===== config.mk =====
export PLATFORM = sky130hd
export DESIGN_NAME = calc_div_seq_flat
export DESIGN_NICKNAME = d
export VERILOG_FILES = /design/src/rtl/calc_div_seq_if.sv /design/src/rtl/calc_div_seq.sv /design/src/flat_wrapper.sv
export SDC_FILE = /design/constraint.sdc
export NUM_CORES = 1
export LEC_CHECK = 0
export BUFFER_PORTS_ARGS = -buffer_cell sky130_fd_sc_hd__buf_2
export CAP_MARGIN = 15
export CORE_MARGIN = 10
export CORE_UTILIZATION = 47
export CTS_CLUSTER_SIZE = 24
export DETAILED_ROUTE_END_ITERATION = 8
export GPL_ROUTABILITY_DRIVEN = 0
export GPL_TIMING_DRIVEN = 0
export PLACE_DENSITY_LB_ADDON = 0.25
export SYNTH_ARGS = -nofsm -noshare
export SYNTH_HDL_FRONTEND = slang
export SYNTH_SLANG_ARGS = --single-unit

===== constraint.sdc =====
create_clock -name clk -period 2.69 [get_ports clk]
set_input_delay 0.538 -clock clk [delete_from_list [all_inputs] [get_ports clk]]
set_output_delay 0.538 -clock clk [all_outputs]
set_load 0.005 [all_outputs]

===== src/rtl/calc_div_seq_if.sv =====
// calc_div_seq_if: operand/result bundle between the calculator sequencer and
// the restoring divider.
// Ports: master drives start/A/B and observes the status and results; slave is the divider.
interface calc_div_seq_if #(
  parameter int WIDTH = 8
);
  logic             start;
  logic [WIDTH-1:0] A;
  logic [WIDTH-1:0] B;
  logic             busy;
  logic             done;
  logic [WIDTH-1:0] Q;
  logic [WIDTH-1:0] R;
  logic             neg;
  logic             div0;
  logic             ovf;

  modport master (
    output start, A, B,
    input  busy, done, Q, R, neg, div0, ovf
  );

  modport slave (
    input  start, A, B,
    output busy, done, Q, R, neg, div0, ovf
  );
endinterface


===== src/rtl/calc_div_seq.sv =====
// calc_div_seq: multi-cycle restoring divider, one quotient bit per clock.
// Ports: clk, rst (sync, active-high), bus (slave: start/A/B in; busy/done/Q/R/neg/div0/ovf out).
// Latency WIDTH+2 cycles from start to done; start is ignored while busy, accepted in the done cycle.
module calc_div_seq #(
  parameter int WIDTH  = 8,
  parameter bit SIGNED = 1'b1
) (
  input logic           clk,
  input logic           rst,
  calc_div_seq_if.slave bus
);

  localparam int CW = (WIDTH > 2) ? $clog2(WIDTH) : 1;
  localparam logic [WIDTH-1:0] MOST_NEG = {1'b1, {(WIDTH-1){1'b0}}};

  typedef enum logic [1:0] {IDLE, CALC, FIX, DONE} state_t;

  state_t           state;
  logic [CW-1:0]    cnt;
  logic [WIDTH-1:0] a_raw;
  logic [WIDTH-1:0] b_raw;
  logic             sa;
  logic             sb;
  logic [WIDTH:0]   bm;   // |B|, one extra bit so |most-negative| is exact
  logic [WIDTH-1:0] qs;   // dividend bits shift out the top, quotient bits shift in the bottom
  logic [WIDTH:0]   rem;  // partial remainder

  logic             sa_in;
  logic             sb_in;
  logic [WIDTH:0]   a_mag_in;
  logic [WIDTH:0]   b_mag_in;
  logic [WIDTH:0]   shifted;
  logic [WIDTH+1:0] diff;
  logic [WIDTH-1:0] qmag;
  logic [WIDTH-1:0] rmag;
  logic             q_neg;
  logic [WIDTH-1:0] q_fix;
  logic [WIDTH-1:0] r_fix;

  always_comb begin
    sa_in    = SIGNED & bus.A[WIDTH-1];
    sb_in    = SIGNED & bus.B[WIDTH-1];
    a_mag_in = {sa_in, bus.A};
    b_mag_in = {sb_in, bus.B};
    // Negate after sign extension to WIDTH+1 bits so -2^(WIDTH-1) maps to +2^(WIDTH-1).
    if (sa_in) a_mag_in = -a_mag_in;
    if (sb_in) b_mag_in = -b_mag_in;

    shifted = {rem[WIDTH-1:0], qs[WIDTH-1]};
    diff    = {1'b0, shifted} - {1'b0, bm};

    qmag  = qs;
    rmag  = rem[WIDTH-1:0];
    q_neg = sa ^ sb;
    q_fix = q_neg ? -qmag : qmag;
    // Truncation toward zero: remainder follows the dividend's sign.
    r_fix = sa ? -rmag : rmag;
  end

  always_ff @(posedge clk) begin
    if (rst) begin
      state    <= IDLE;
      cnt      <= '0;
      a_raw    <= '0;
      b_raw    <= '0;
      sa       <= 1'b0;
      sb       <= 1'b0;
      bm       <= '0;
      qs       <= '0;
      rem      <= '0;
      bus.busy <= 1'b0;
      bus.done <= 1'b0;
      bus.Q    <= '0;
      bus.R    <= '0;
      bus.neg  <= 1'b0;
      bus.div0 <= 1'b0;
      bus.ovf  <= 1'b0;
    end else begin
      case (state)
        IDLE, DONE: begin
          bus.done <= 1'b0;
          if (bus.start) begin
            a_raw    <= bus.A;
            b_raw    <= bus.B;
            sa       <= sa_in;
            sb       <= sb_in;
            // |A| always fits WIDTH unsigned bits, so the top bit is dropped.
            qs       <= a_mag_in[WIDTH-1:0];
            bm       <= b_mag_in;
            rem      <= '0;
            cnt      <= CW'(WIDTH - 1);
            bus.busy <= 1'b1;
            state    <= CALC;
          end else begin
            state <= IDLE;
          end
        end

        CALC: begin
          if (!diff[WIDTH+1]) begin
            rem <= diff[WIDTH:0];
            qs  <= {qs[WIDTH-2:0], 1'b1};
          end else begin
            rem <= shifted;
            qs  <= {qs[WIDTH-2:0], 1'b0};
          end
          if (cnt == '0) state <= FIX;
          else           cnt   <= cnt - 1'b1;
        end

        FIX: begin
          if (b_raw == '0) begin
            bus.Q    <= '1;
            bus.R    <= a_raw;
            bus.neg  <= 1'b0;
            bus.div0 <= 1'b1;
            bus.ovf  <= 1'b0;
          end else begin
            bus.Q    <= q_fix;
            bus.R    <= r_fix;
            // A zero quotient is never reported negative (e.g. -1/10).
            bus.neg  <= q_neg && (qmag != '0);
            bus.div0 <= 1'b0;
            // Only -2^(WIDTH-1) / -1 cannot be represented; Q wraps to most-negative.
            bus.ovf  <= SIGNED && (a_raw == MOST_NEG) && (b_raw == '1);
          end
          bus.busy <= 1'b0;
          bus.done <= 1'b1;
          state    <= DONE;
        end

        default: state <= IDLE;
      endcase
    end
  end

endmodule


===== src/flat_wrapper.sv =====
// flat-port wrapper written by rule: the top's interface ports become plain ports
module calc_div_seq_flat 
#(
  parameter int WIDTH  = 8,
  parameter bit SIGNED = 1'b1
)
  (clk, rst, bus_start, bus_A, bus_B, bus_busy, bus_done, bus_Q, bus_R, bus_neg, bus_div0, bus_ovf);
  calc_div_seq_if #(.WIDTH(WIDTH)) bus_i ();
  input logic clk;
  input logic rst;
  input wire logic [$bits(bus_i.start)-1:0] bus_start;
  input wire logic [$bits(bus_i.A)-1:0] bus_A;
  input wire logic [$bits(bus_i.B)-1:0] bus_B;
  output wire logic [$bits(bus_i.busy)-1:0] bus_busy;
  output wire logic [$bits(bus_i.done)-1:0] bus_done;
  output wire logic [$bits(bus_i.Q)-1:0] bus_Q;
  output wire logic [$bits(bus_i.R)-1:0] bus_R;
  output wire logic [$bits(bus_i.neg)-1:0] bus_neg;
  output wire logic [$bits(bus_i.div0)-1:0] bus_div0;
  output wire logic [$bits(bus_i.ovf)-1:0] bus_ovf;
  assign bus_i.start = bus_start;
  assign bus_i.A = bus_A;
  assign bus_i.B = bus_B;
  assign bus_busy = bus_i.busy;
  assign bus_done = bus_i.done;
  assign bus_Q = bus_i.Q;
  assign bus_R = bus_i.R;
  assign bus_neg = bus_i.neg;
  assign bus_div0 = bus_i.div0;
  assign bus_ovf = bus_i.ovf;
  calc_div_seq #(.WIDTH(WIDTH), .SIGNED(SIGNED)) u_core (.clk(clk), .rst(rst), .bus(bus_i));
endmodule

[Yosys cells after proc, flatten, opt, wreduce, memory -nomap -nowiden]
Cells that the tools add are included.
W data, S select, Z words.
Word-level totals
  flip-flop bits (word level): 69
  bits of input ports: 19
  output and inout bits: 21
  word-level logic and storage cells: 68
Cells by class
  $add $sub $neg: 6
  equal/unequal tests: 8
  muxes and demuxes: 24
  bitwise logic cells: 1
  reductions and logical operators: 13
Operator list (count)
  $mux W8: 8
  $pmux W8 S2: 2
  $neg A8 Y8: 3
  $eq A8 B8 Y1 const B: 2
  $sub A9 B9 Y10: 1
  $mux W9: 1
  $neg A9 Y9: 1
  $logic_not A8 Y1: 1
  $reduce_bool A8 Y1: 1
  $mux W1: 6
  $mux W3: 2
  $pmux W2 S3: 1
  $pmux W3 S2: 1
  $reduce_and A2 Y1: 3
  $eq A2 B2 Y1 const B: 2
  $ne A2 B2 Y1 const B: 2
  $pmux W1 S2: 2
  $reduce_bool A2 Y1: 2
  $logic_not A3 Y1: 1
  $reduce_and A3 Y1: 1
  $sub A3 B1 Y3 const B: 1
  $eq A2 B1 Y1 const B: 1
  $logic_and A1 B1 Y1: 2
  $logic_not A2 Y1: 1
  other kinds (4): 4

[Depth between registers and ports, before layout]
Gate-level depths: netlist (run 1).
  word-level depth: 4
  depth in mapped cells: 9
  mapped depth without buffers: 8

[Worst setup path after synthesis (run 1)]
Ideal clock, no wire load.
  path kind: register -> register
  from: reg u_core.rem[3]
  to: reg u_core.rem[0]
  setup time: 0.117 ns
  arrival time: 1.835 ns
  required time: 2.573 ns
  setup slack: 0.738 ns
  stages on the path, launching flop included: 7
  path buffers: 0
  period minus slack after synthesis: 1.952 ns
  cell sequence: dfxtp_1 > ha_1 > and2_1 > o211ai_1 > a211oi_2 > o21ai_0 > a32o_1
On the way
  cells in the longest elaborated chain, start to end: 3
Ends and longest elaborated chain
  start, declared: line calc_div_seq.sv:26  | logic [WIDTH:0] rem;
  start signal, assigned: line calc_div_seq.sv:101  | rem <= diff[WIDTH:0];
  start signal, assigned: line calc_div_seq.sv:104  | rem <= shifted;
  $sub A9 B9 Y10: line calc_div_seq.sv:50  | diff = {1'b0, shifted} - {1'b0, bm};
  $mux W8: line calc_div_seq.sv:100  | if (!diff[WIDTH+1]) begin
  $pmux W8 S2: line calc_div_seq.sv:79  | case (state)
No other way between the ends.
A chain may end at the register's enable or synchronous reset.

[Worst setup path in the final report (run 1)]
Same ends and word-level chain as after synthesis.

==> results of run 1 <==
## sequential cells by signal (all words and copies together), names as in the netlist, 2 cells and up
register      flops
u_core.bus.R      8
u_core.bm         9
u_core.bus.Q      8
u_core.rem        8
u_core.b_raw      6
u_core.state      2
u_core.a_raw      7
u_core.cnt        3
u_core.qmag       8
## power breakdown
group	internal [mW]	switching [mW]	leakage, nW	total (mW)
Clock	0.474	0.374	0.105	0.848
Combinational	0.860	1.28	1.04	2.14
Sequential	1.24	0.230	0.541	1.47
Total	2.58	1.89	1.69	4.47
## final cells by class
class / count / area (sq um) / share of cell area (%)
plain buffers: 23 / 87.6 / 2.10
clock buffers: 11 / 151 / 3.63
clock inverters: 5 / 52.6 / 1.26
inverters: 27 / 101 / 2.43
multi-input cells: 341 / 2150 / 51.5
flip-flops and latches: 66 / 1320 / 31.7
well taps: 102 / 128 / 3.06
repair buffers: 36 / 180 / 4.32
## worst max-delay path, stage by stage, from the launching register on
cell and delay [ns]:
dfxtp_1 0.39, ha_1 0.39, and2_1 0.19, o211ai_1 0.20, a211oi_2 0.53, o21ai_0 0.21
a32o_1 0.29
## cell usage in the layout, fill, tap and decap left out, drive strengths merged, types with 13 or more instances in the layout
| cell type | count |
|---|---|
| buf | 39 |
| o21ai | 13 |
| a21oi | 40 |
| a211oi | 16 |
| nand2 | 62 |
| inv | 27 |
| nor2 | 48 |
| nand2b | 17 |
| dfxtp | 66 |
| clkbuf | 31 |
| xor2 | 13 |
| ha | 18 |
## path summary, 6_finish.rpt
path                                       end  slack, ns  depth (start not counted)                          from
hold reg to reg   u_core.bus.R[6]$_SDFFE_PP0P_       0.45                          2  u_core.bus.R[6]$_SDFFE_PP0P_
setup / recovery    u_core.rem[0]$_SDFFE_PP0P_       0.40                          6    u_core.rem[3]$_SDFFE_PP0P_
setup reg to reg    u_core.rem[0]$_SDFFE_PP0P_       0.40                          6    u_core.rem[3]$_SDFFE_PP0P_
hold / removal    u_core.bus.R[6]$_SDFFE_PP0P_       0.45                          2  u_core.bus.R[6]$_SDFFE_PP0P_
## kinds of logic after synthesis
logic type / count (synthesis) / synth area share (%)
adder cells (fa/ha/maj): 19 / 6.70
multiplexers: 8 / 2.19
AND/OR/NAND/NOR: 166 / 21.3
XOR/XNOR: 25 / 5.98
AO/OA/AOI/OAI: 123 / 22.6
buffers and inverters: 50 / 5.16
flip-flops: 66 / 36.1
## per-layer routing
metal | GRT usage (%) | up-vias | wire (microns)
li1 | - | 1706 | -
met1 | 21.1 | 1488 | 4330
met2 | 23.4 | 92 | 3870
met3 | 4.40 | 11 | 768
met4 | 6.97 | 0 | 125
met5 | 0 | - | 0
==> metrics.md, run 1 <==
| Metric | Value |
|---|---|
| Maximum vdd ir drop | `0.456 mV` |
| Slew HR | `51.7%` |
| Fin Hold WS | `0.448 ns` |
| Via density | `5.40` |
| FMAX | `436 MHz` |
| Clk slew on worst S/H paths | `around 0.070 ns` |
| Syn avg cell area | `8.01 sq um` |
| FF+latch count, synth | `66` |
| CTS buffer count | `9` |
| Num ports | `40` |
| Most common cell in the netlist | `dfxtp_1` |
| Synth Warn # | `0` |
| Pin count of the biggest net entering global routing | `12` |
| Initial DRC count | `214` |
| CTS sink count | `66` |
| Row count | `32` |
| Period minus WS final | `2.29 ns` |
| Post-cts repair resize count | `0` |
| CP arrival | `2.53 ns` |
| Die X | `108 microns` |
| Count of pins over their slew limit | `0` |
| Vias | `3297` |
| Vias in the first global route | `around 3200` |
| Area grow syn2layout | `14.0%` |
| Syn Nets | `around 500` |
| Clk_lat worst skew | `0.35 ns` |
| Antenna violations before repair | `0` |
| Final core occ | `54.5%` |
| LEAKAGE | `approximately 1.7 nW` |
| Power per cell area | `around 1100 nW/um^2` |
| Initial Util | `47.9%` |
| Drt pass-1 iters | `4` |
| Ys async rst share | `0%` |
| TNS Setup | `0 ns` |
| Period utilisation layout | `around 85%` |
| Total core area | `7650 sq um` |
| Post-route DRC | `0` |
| Setup WS post-layout | `0.396 ns` |
| CP Launch Type | `flip-flop` |
| Required @ worst endpoint | `2.93 ns` |
| Antenna cells | `0` |
| Layout Cell Area excl Fill | `about 4200 sq um` |
| Placed Area | `3970 sq um` |
| Area contributors post-synth | `dfxtp_1 36%, nand2_1 6.4%, ha_1 6.2%` |
| CTS tree | `yes` |
| Post-Syn Instances | `457` |
| Count of cell types in the netlist | `50` |
| CP endpoint kind | `flip-flop` |
| Final ANT Viol Nets | `0` |
| Die area | `about 12000 sq um` |
| Crit path max fanout | `8` |
| Post-Syn Area | `3660 sq um` |
| Clk buf depth | `2` |
| Clk root buf | `clkbuf_8` |
| Share of cells above drive strength 1 | `11.8%` |
| Commonest cells in the netlist | `66 x dfxtp_1, 62 x nand2_1, 48 x nor2_1` |
| GRT Total Usage | `15.9%` |
| Dpl cells | `between 500 and 600` |
| Top FF cell, synth | `dfxtp_1` |
| Worst slack, placed | `around 0.4 ns` |
| Status | `finished, final reports clean` |
| Final Non-Filler Cells | `611` |
| Drt total wl | `around 9100 microns` |
| DIE HEIGHT | `108 microns` |
| RSZ-0062 raised after global routing | `no` |
| Gr ovfl total | `0` |
| Clock skew | `0.0110 ns` |
| Max cap viols | `0` |
| Buffers added on ports | `36` |
| Top cell type's share of synthesized area | `36.1%` |
| H-tree depth | `3` |
| # fillers | `719` |
| Total chip power | `4.47 mW` |
| Setup bufs post-CTS | `0` |
| Hold Fails Final Rpt | `0` |
| Area leader, netlist | `dfxtp_1` |
| Post-CTS Hold Fix Bufs | `0` |
| DP HPWL | `7240 microns` |
| Worst slew pin tran | `0.718 ns` |
| Nets | `542` |
| Number of synthesized flops with an enable pin | `0` |
| First-pass GRT wire length | `15000 microns` |
| Wire per inst | `14.9 microns` |
| Crit path kind | `reg -> reg` |
| Setup Viol. Count Final | `0` |
| HP Class | `reg -> reg` |
| Post-synthesis sequential area ratio | `36.1%` |
No activity file was read; power rests on OpenSTA's default activity.
==> run 2: changes to the inputs <==
- CORE_UTILIZATION: 47 -> 58
==> run 2 against run 1 <==
Effect of this change:
- design area shrank 1.3%
- critical path type unchanged
- non-clock buffer count is the same
- final cell count shrank 4.6%
- combinational power is essentially flat
- largest cell class unchanged
- largest power group unchanged
- sequential power is essentially flat
- register-to-register slack lost 0.06 ns
- via count grew 5.1%
- clock power shrank 5.1%
==> metrics.md, run 2 (synthesis gave the netlist of run 1 again) <==
| Metric | Value |
|---|---|
| Clk_lat worst skew | `0.33 ns` |
| Power per cell area | `1080 nW/um^2` |
| Clock skew | `approximately 0.012 ns` |
| Die area | `9890 sq um` |
| Hold Fails Final Rpt | `0` |
| Post-cts repair resize count | `0` |
| LEAKAGE | `approximately 1.7 nW` |
| CP cell instances | `inv_1 -> ha_1 -> clkbuf_1 -> nor2b_1 -> nor2_1 -> nor2_1 -> nand2_1 -> o311ai_0` |
| Initial DRC count | `290` |
| Vias | `3464` |
| CTS sink count | `66` |
| Gr ovfl total | `0` |
| Clk slew on worst S/H paths | `~0.070 ns` |
| Row count | `28` |
| Crit path max fanout | `8` |
| Biggest cell delay along the critical path | `between 0.4 and 0.5 ns` |
| Buffers added on ports | `36` |
| Total core area | `6030 sq um` |
| H-tree depth | `3` |
| Period minus WS final | `2.35 ns` |
| Dpl cells | `568` |
| Slew HR | `42.8%` |
| TNS Setup | `0 ns` |
| RR Startpoint | `u_core.state[0]$_SDFFE_PP0P_` |
| Maximum vdd ir drop | `0.704 mV` |
| Total chip power | `4.43 mW` |
| Clk root buf | `clkbuf_8` |
| CP endpoint kind | `flip-flop` |
| Worst r2r dst | `u_core.rem[6]$_SDFFE_PP0P_` |
| Setup bufs post-CTS | `0` |
| Antenna violations before repair | `0` |
| Pin count of the biggest net entering global routing | `11` |
| Largest register FFs | `9` |
| Worst slack, placed | `0.403 ns` |
| Post-route DRC | `0` |
| Drt pass-1 iters | `5` |
| Max cap viols | `0` |
| Wire per inst | `15.6 microns` |
| Commonest non-fill, non-tap cell in the layout | `dfxtp_1` |
| Clk buf depth | `2` |
| Setup WS post-layout | `around 0.34 ns` |
| DIE HEIGHT | `between 90 and 100 microns` |
| R2R depth | `8` |
| Count of pins over their slew limit | `0` |
| Layout Cell Area excl Fill | `4120 sq um` |
| CP arrival | `2.58 ns` |
| Nets | `about 540` |
| HP Class | `reg -> reg` |
| Status | `finished, final reports clean` |
| Period utilisation layout | `approximately 87%` |
| RSZ-0062 raised after global routing | `no` |
| Setup Viol. Count Final | `0` |
| Antenna cells | `0` |
| CP max-delay cell | `nor2_1` |
| CTS buffer count | `9` |
| Crit path kind | `reg -> reg` |
| DP HPWL | `7070 microns` |
| First-pass GRT wire length | `15000 microns` |
| Crit path capture | `u_core.rem[6]$_SDFFE_PP0P_` |
| FMAX | `425 MHz` |
| Share of cells above drive strength 1 | `roughly 11%` |
| Most frequent cells in the layout | `66 x dfxtp_1, 62 x nand2_1, 48 x nor2_1` |
| Largest register by flop count | `u_core.bm` |
| Required @ worst endpoint | `between 2 and 3 ns` |
| Vias in the first global route | `3176` |
| Initial Util | `60.7%` |
| CTS tree | `yes` |
| Final Non-Filler Cells | `583` |
| Final ANT Viol Nets | `0` |
| Num ports | `40` |
| Placed Area | `3930 sq um` |
| Post-CTS Hold Fix Bufs | `0` |
| GRT Total Usage | `between 10% and 20%` |
| Drt total wl | `9100 microns` |
| Crit path launch | `u_core.state[0]$_SDFFE_PP0P_` |
| Worst slew pin tran | `0.851 ns` |
| Worst R2R Setup Slack | `0.34 ns` |
| Area grow syn2layout | `12.5%` |
| CP most frequent cell | `nor2_1` |
| Die X | `99.4 microns` |
| Via density | `between 5 and 6` |
| CP Launch Type | `flip-flop` |
run 2: changes by cell type in the layout (fill, tap and decap cells not counted), sizes merged:
cell | before | now
clkbuf | 31 | 32
clkinv | 3 | 2
clkinvlp | 1 | 0
run 2: area by class of cell:
class / instances / area [sq um]
Multi-Input combinational cell: 341 / 2150
Buffer: 23 / 87.6
Clock inverter: 3 / 40.0
Inverter: 27 / 101
Timing Repair Buffer: 36 / 180
Sequential cell: 66 / 1320
Tap cell: 75 / 93.8
Fill cell: 519 / 1910
Clock buffer: 12 / 145
run 2: per-stage QoR:
| step | util, % | hold slack (ns) |
|---|---|---|
| global placement | 65.3 | 0.431 |
| floorplan | - | 0.428 |
| global route | 68.4 | 0.474 |
| detailed placement | 65.3 | 0.440 |
| finish | 68.4 | 0.452 |
| CTS | 68.4 | 0.456 |
run 2: worst max-delay path: cells and delay by family, from the launching register on:
| kind | cells | cell delay, ns |
|---|---|---|
| simple gates | 4 | 1.11 |
| flops | 1 | 0.41 |
| buf+inv | 2 | 0.33 |
| fa+ha+maj | 1 | 0.28 |
| compound gates | 1 | 0.12 |
run 2: per-layer routing:
| metal | share of wire (%) | up-vias | global-route usage (%) |
|---|---|---|---|
| met4 | 1.2 | 0 | 6.62 |
| met5 | 0 | - | 0 |
| met2 | 44 | 141 | 27.9 |
| met3 | 8.7 | 13 | 4.15 |
| li1 | - | 1708 | - |
| met1 | 46 | 1602 | 24.4 |
run 2: power by group:
group          leakage [nW]  total, mW  switching, mW  internal [mW]
combinational          1.04       2.15           1.29          0.861
sequential            0.541       1.48          0.233           1.24
clock                0.0962      0.805          0.358          0.446
total                  1.68       4.43           1.88           2.55
run 2: how the worst min path moves through the flow:
stage | startpoint | slack (ns) | end | depth (start not counted)
floorplan | u_core.bm[8]$_SDFFE_PP0P_ | 0.43 | u_core.bm[8]$_SDFFE_PP0P_ | 2
global placement | u_core.bus.R[5]$_SDFFE_PP0P_ | 0.43 | u_core.bus.R[5]$_SDFFE_PP0P_ | 1
detailed placement | u_core.bus.R[5]$_SDFFE_PP0P_ | 0.44 | u_core.bus.R[5]$_SDFFE_PP0P_ | 1
CTS | u_core.bus.R[5]$_SDFFE_PP0P_ | 0.46 | u_core.bus.R[5]$_SDFFE_PP0P_ | 1
global route | bus_B[5] | 0.47 | u_core.b_raw[5]$_SDFFE_PP0P_ | 3
finish | u_core.bus.R[5]$_SDFFE_PP0P_ | 0.45 | u_core.bus.R[5]$_SDFFE_PP0P_ | 1
